<file path="src/rtl/jump_ctrl.sv">
// rtl/jump_ctrl.sv - jump command initiator for the character block
//
// Turns debounced left/right button presses into one-cycle jump commands,
// then waits for the character's landed acknowledgement before accepting
// the next press. Tracks the score and latches game over after a fall or
// a landing timeout.
//
// Ports:
//   clk           in   game clock (40 MHz)
//   rst_n         in   synchronous active-low reset
//   module_en     in   game active; low clears everything like reset
//   btn_left      in   debounced left button level
//   btn_right     in   debounced right button level
//   block_side    in   side of next block (0 = left, 1 = right)
//   block_valid   in   block_side is meaningful
//   landed        in   one-cycle pulse: jump or fall complete
//   jump_left     out  one-cycle command pulse
//   jump_right    out  one-cycle command pulse
//   jump_fail     out  one-cycle command pulse
//   block_advance out  one-cycle pulse requesting the next block
//   score         out  successful jumps, saturating at SCORE_MAX
//   game_over     out  level, high from game end until clear
//   timeout_err   out  level, high if game over came from the timeout

module jump_ctrl #(
    parameter logic [23:0] LAND_TIMEOUT = 24'd16_000_000,
    parameter logic [9:0]  SCORE_MAX    = 10'd999
) (
    input  logic       clk,
    input  logic       rst_n,
    input  logic       module_en,
    input  logic       btn_left,
    input  logic       btn_right,
    input  logic       block_side,
    input  logic       block_valid,
    input  logic       landed,
    output logic       jump_left,
    output logic       jump_right,
    output logic       jump_fail,
    output logic       block_advance,
    output logic [9:0] score,
    output logic       game_over,
    output logic       timeout_err
);

    typedef enum logic [1:0] {
        S_READY = 2'd0,
        S_WAIT  = 2'd1,
        S_FALL  = 2'd2,
        S_OVER  = 2'd3
    } state_t;

    state_t      state_q, state_d;
    logic [23:0] timer_q, timer_d;
    logic        prev_l_q, prev_r_q;

    logic        jump_left_q, jump_left_d;
    logic        jump_right_q, jump_right_d;
    logic        jump_fail_q, jump_fail_d;
    logic        block_advance_q, block_advance_d;
    logic [9:0]  score_q, score_d;
    logic        game_over_q, game_over_d;
    logic        timeout_err_q, timeout_err_d;

    logic        rise_l, rise_r, press, timed_out;

    assign rise_l = btn_left & ~prev_l_q;
    assign rise_r = btn_right & ~prev_r_q;
    // Exactly one rising edge counts as a press; simultaneous rises are dropped.
    assign press  = rise_l ^ rise_r;
    // Timer counts from 0 after the command, so LAND_TIMEOUT-1 is the last
    // cycle that still waits for landed.
    assign timed_out = (timer_q >= (LAND_TIMEOUT - 24'd1));

    always_comb begin
        state_d         = state_q;
        timer_d         = timer_q;
        jump_left_d     = 1'b0;
        jump_right_d    = 1'b0;
        jump_fail_d     = 1'b0;
        block_advance_d = 1'b0;
        score_d         = score_q;
        game_over_d     = game_over_q;
        timeout_err_d   = timeout_err_q;

        case (state_q)
            S_READY: begin
                if (press) begin
                    timer_d = 24'd0;
                    // rise_r doubles as the pressed direction (1 = right).
                    if (block_valid && (rise_r == block_side)) begin
                        jump_left_d  = rise_l;
                        jump_right_d = rise_r;
                        state_d      = S_WAIT;
                    end else begin
                        jump_fail_d = 1'b1;
                        state_d     = S_FALL;
                    end
                end
            end

            S_WAIT: begin
                // landed takes priority over a coincident timeout.
                if (landed) begin
                    if (score_q != SCORE_MAX) begin
                        score_d = score_q + 10'd1;
                    end
                    block_advance_d = 1'b1;
                    state_d         = S_READY;
                end else if (timed_out) begin
                    game_over_d   = 1'b1;
                    timeout_err_d = 1'b1;
                    state_d       = S_OVER;
                end else if (timer_q != 24'hFF_FFFF) begin
                    timer_d = timer_q + 24'd1;
                end
            end

            S_FALL: begin
                if (landed) begin
                    game_over_d = 1'b1;
                    state_d     = S_OVER;
                end else if (timed_out) begin
                    game_over_d   = 1'b1;
                    timeout_err_d = 1'b1;
                    state_d       = S_OVER;
                end else if (timer_q != 24'hFF_FFFF) begin
                    timer_d = timer_q + 24'd1;
                end
            end

            default: begin
                state_d = S_OVER;
            end
        endcase
    end

    always_ff @(posedge clk) begin
        if (!rst_n || !module_en) begin
            state_q         <= S_READY;
            timer_q         <= 24'd0;
            // History starts high so a button held through clear needs a release.
            prev_l_q        <= 1'b1;
            prev_r_q        <= 1'b1;
            jump_left_q     <= 1'b0;
            jump_right_q    <= 1'b0;
            jump_fail_q     <= 1'b0;
            block_advance_q <= 1'b0;
            score_q         <= 10'd0;
            game_over_q     <= 1'b0;
            timeout_err_q   <= 1'b0;
        end else begin
            state_q         <= state_d;
            timer_q         <= timer_d;
            prev_l_q        <= btn_left;
            prev_r_q        <= btn_right;
            jump_left_q     <= jump_left_d;
            jump_right_q    <= jump_right_d;
            jump_fail_q     <= jump_fail_d;
            block_advance_q <= block_advance_d;
            score_q         <= score_d;
            game_over_q     <= game_over_d;
            timeout_err_q   <= timeout_err_d;
        end
    end

    assign jump_left     = jump_left_q;
    assign jump_right    = jump_right_q;
    assign jump_fail     = jump_fail_q;
    assign block_advance = block_advance_q;
    assign score         = score_q;
    assign game_over     = game_over_q;
    assign timeout_err   = timeout_err_q;

endmodule

</file>
<file path="config.mk">
export PLATFORM = sky130hd
export DESIGN_NAME = jump_ctrl
export DESIGN_NICKNAME = d
export VERILOG_FILES = /design/src/rtl/jump_ctrl.sv
export SDC_FILE = /design/constraint.sdc
export NUM_CORES = 1
export LEC_CHECK = 0
export CAP_MARGIN = 20
export CORE_ASPECT_RATIO = 0.7
export CORE_MARGIN = 4
export CORE_UTILIZATION = 55
export DETAILED_ROUTE_END_ITERATION = 7
export GPL_TIMING_DRIVEN = 0
export PLACE_DENSITY = 0.88
export SYNTH_ARGS = -nofsm -noshare
export SYNTH_HDL_FRONTEND = slang
export SYNTH_SLANG_ARGS = --single-unit
export TNS_END_PERCENT = 20
</file>
<file path="constraint.sdc">
create_clock -name clk -period 2.7 [get_ports clk]
set_input_delay 0.54 -clock clk [delete_from_list [all_inputs] [get_ports clk]]
set_output_delay 0.54 -clock clk [all_outputs]
set_load 0.05 [all_outputs]
</file>
==> results.rst <==
.. list-table::
   :header-rows: 1

   * - Metric
     - Value
   * - Synth Register Bits
     - 44
   * - CTS tree
     - built
   * - # clock sinks
     - 44
   * - DRT Pass-1 Iters
     - 4
   * - DIE HEIGHT
     - 60.43 um
   * - Status
     - finished, final reports clean
   * - I/O Pins
     - 24
   * - Number of DRC markers in iteration 0
     - 97
   * - Antenna fix cells
     - 0
   * - Post-synth ARST share
     - 0%
   * - X dimension of the die
     - 82.90 um
   * - Avg WL per Cell
     - 14.32 um
   * - Leading cell types in the layout, fill and taps excluded
     - 44 x sky130_fd_sc_hd__dfxtp_1, 29 x sky130_fd_sc_hd__nand2_1, 23 x sky130_fd_sc_hd__clkdlybuf4s50_1
   * - Synth Cell Area
     - 2160 um^2
   * - Post-route antenna net violation count
     - 0
   * - Critical path start-end classification
     - register to register
   * - Maximum resistive drop on vdd
     - 0.3856 mV
   * - Vias per Instance
     - 5.818
   * - Transition time of the tightest slew-check pin
     - 733.0 ps
   * - Pre-CTS setup slack
     - -336.1 ps
   * - Max Cap Violations
     - 0
   * - Antenna violations before repair
     - 0
   * - Utilization of the core after routing
     - 70.58%
   * - Total of hold buffers inserted after clock tree synthesis
     - 0
   * - Count of flip-flops with a built-in enable after synthesis
     - 0
   * - Clock insertion delay at the later pin of the skew report
     - 290 ps
   * - Post-Syn Nets
     - 273
   * - Remaining global-route overflow
     - 0
   * - Fin. max-slew vios
     - 0
   * - Vias after detailed routing
     - 1984
   * - Hold path startpoint
     - prev_r_q$_SDFF_PP1_
   * - Setup clock skew after layout
     - 4.725 ps
   * - Total power draw
     - 1.218 mW
   * - Floorplan row count
     - 18
   * - FMAX
     - 387.3 MHz
   * - Layout area overhead
     - 19.24%
   * - Power density over cell area
     - 473.1 nW/um^2
   * - Drc violations
     - 0
   * - Standard cell core area
     - 3649 um^2
   * - Path type of the worst min-delay path
     - register to register
   * - Crit path arrival time
     - 2800 ps
   * - Most frequent standard cell in the layout excluding fill and tap cells
     - sky130_fd_sc_hd__dfxtp_1
   * - Crit end category
     - register
   * - Largest net degree at the start of global routing
     - 14
   * - Nature of the critical path startpoint
     - register
   * - Count of unique library cells instantiated by Yosys
     - 39
   * - Via count of the first global-routing pass
     - 1742
   * - Worst r2r src
     - timer_q[16]$_SDFFE_PP0P_
   * - Share of cells above drive strength 1
     - 6.873%
   * - Reg2Reg Depth
     - 7
   * - Maximum level of the CTS H-tree
     - 2
   * - Largest driver fanout on the critical path
     - 6
   * - Leakage
     - 0.8815 nW
   * - Total half-perimeter wirelength after legalization and detailed placement
     - 3545 um
   * - Time the final worst path needs with I/O delays and setup
     - 2582 ps
   * - Global-route wire length before repair
     - 8128 um
   * - Count of mapped cells out of synthesis
     - 259
   * - PortBufs
     - 23
   * - Final count of negative-setup-slack endpoints
     - 0
   * - CP Cell Sequence
     - or4_1 > a211o_1 > a221oi_2 > o21ai_4 > buf_4 > or4_1 > a21oi_1
   * - Sequential area share after synthesis
     - 40.79%
   * - R2r endpoint
     - timer_q[16]$_SDFFE_PP0P_
   * - Worst EP required
     - 2920 ps
   * - Initial standard-cell utilization of the core
     - 59.19%
   * - Worst R2R Setup Slack
     - 120 ps
   * - Most used flip-flop cell after synthesis
     - sky130_fd_sc_hd__dfxtp_1
   * - Worst slew margin
     - 50.91%
   * - Cell with the most instances on the worst path
     - sky130_fd_sc_hd__or4_1
   * - Nets@finish
     - 304
   * - Final Hold Violating Endpoints
     - 0
   * - Root buffer cell
     - sky130_fd_sc_hd__clkbuf_8
   * - Gr usage total
     - 20.11%
   * - Clock Tree Buf Depth
     - 2
   * - Avg Inst Size Synth
     - 8.338 um^2
   * - Worst setup margin
     - 117.7 ps
   * - Count of cells along the worst hold path
     - 1
   * - Worst-path clk slew
     - 80 ps
   * - Synth Warn #
     - 0
   * - DRT Wirelength
     - 4884 um
   * - Full die area
     - 5009 um^2
   * - Worst Hold Endpoint
     - jump_right$_SDFF_PP0_
   * - Final worst path period share
     - 95.64%
   * - Delay of the slowest cell on the worst path
     - 560 ps
   * - Cts bufs inserted
     - 5
   * - Largest register FFs
     - 24
   * - Master of the slowest instance on the critical path
     - sky130_fd_sc_hd__or4_1
   * - Routability Congestion
     - 0.8321
   * - Top register by number of flip-flops
     - timer_q
## worst max path at each step
| stage | start | to | depth (start not counted) |
|---|---|---|---|
| 3_3_place_gp | btn_right | timer_q[9]$_SDFFE_PP0P_ | 7 |
| 5_1_grt | timer_q[0]$_SDFFE_PP0P_ | timer_q[12]$_SDFFE_PP0P_ | 9 |
| 6_report | timer_q[16]$_SDFFE_PP0P_ | timer_q[16]$_SDFFE_PP0P_ | 7 |
| 3_5_place_dp | btn_right | timer_q[9]$_SDFFE_PP0P_ | 7 |
| 2_1_floorplan | timer_q[15]$_SDFFE_PP0P_ | timer_q[22]$_SDFFE_PP0P_ | 8 |
| 4_1_cts | timer_q[0]$_SDFFE_PP0P_ | timer_q[12]$_SDFFE_PP0P_ | 9 |
## final cells by class
cell class	instances	area [um^2]
multi-input combinational	197	1215
tap	50	62.56
buffer	10	52.55
inverter	7	26.28
clock inverter	2	10.01
sequential	44	880.8
fill	295	1074
timing repair buffer	25	245.2
clock buffer	6	82.58
## cell usage after synthesis (all sizes together) (2+ instances only)
cell type	instances	area, um^2
o21ai	14	73.82
and2	4	25.02
or3	10	62.56
xnor2	4	35.03
xor2	8	70.07
nand2b	4	25.02
and4	5	43.79
buf	5	32.53
nand2	29	108.9
nor3	3	15.01
o21a	2	15.01
nor4	2	12.51
a31oi	4	25.02
o211ai	6	45.04
and3	7	43.79
ha	6	75.07
a21oi	19	95.09
nand3	12	60.06
nand4	8	50.05
inv	7	26.28
dfxtp	44	880.8
or4	13	97.59
clkbuf	6	22.52
o31ai	7	52.55
nor2b	2	12.51
nor2	20	75.07
## metrics by stage
| stage | setup TNS [ps] | std cells | cell area, um^2 | hold WS, ps |
|---|---|---|---|---|
| after global routing | -1.344 | 341 | 2575 | 476.8 |
| after global placement | -4016 | 332 | 2452 | 412.6 |
| after CTS | 0 | 339 | 2550 | 428.9 |
| after detailed placement | -5446 | 332 | 2452 | 413.3 |
| after floorplan | 0 | 259 | 2160 | 398.6 |
| final | 0 | 341 | 2575 | 444.8 |
## where the power goes
part / leakage (nW) / switching [mW] / total (mW) / internal, mW
clock: 0.0510 / 0.222 / 0.426 / 0.204
combinational: 0.476 / 0.0863 / 0.136 / 0.0499
sequential: 0.355 / 0.00327 / 0.656 / 0.652
## critical path: cells and delay by family, from the launching register on
kind / cells / cell delay [ps]
AOI/OAI and AO/OA: 4 / 940
buffers and inverters: 1 / 160
DFF: 1 / 360
and+or+nand+nor: 2 / 1060
## kinds of logic after synthesis
| family | Yosys count | share of synthesized area, % |
|---|---|---|
| xor+xnor | 12 | 4.867 |
| flops | 44 | 40.79 |
| mux | 1 | 0.4635 |
| compound gates | 56 | 16.22 |
| simple gates | 122 | 30.42 |
| fa+ha+maj | 6 | 3.476 |
| buf+inv | 18 | 3.766 |
## layer usage
layer | vias to the layer above | wire length (um) | track usage [%] | part of all wire, %
met2 | 54 | 2084 | 31.62 | 43
met3 | 6 | 311 | 4.613 | 6.4
met5 | - | 0 | 0 | 0
met4 | 0 | 49 | 6.527 | 1.0
met1 | 904 | 2439 | 27.91 | 50
li1 | 1020 | - | - | -
## what timing repair did
item                                    CTS  global route
pin swaps                                 0             1
buffers inserted                          0             2
endpoints found under the hold margin     0             0
resized for setup                         2             3
endpoints found under the setup margin   20            21
No activity file was read; power rests on OpenSTA's default activity.
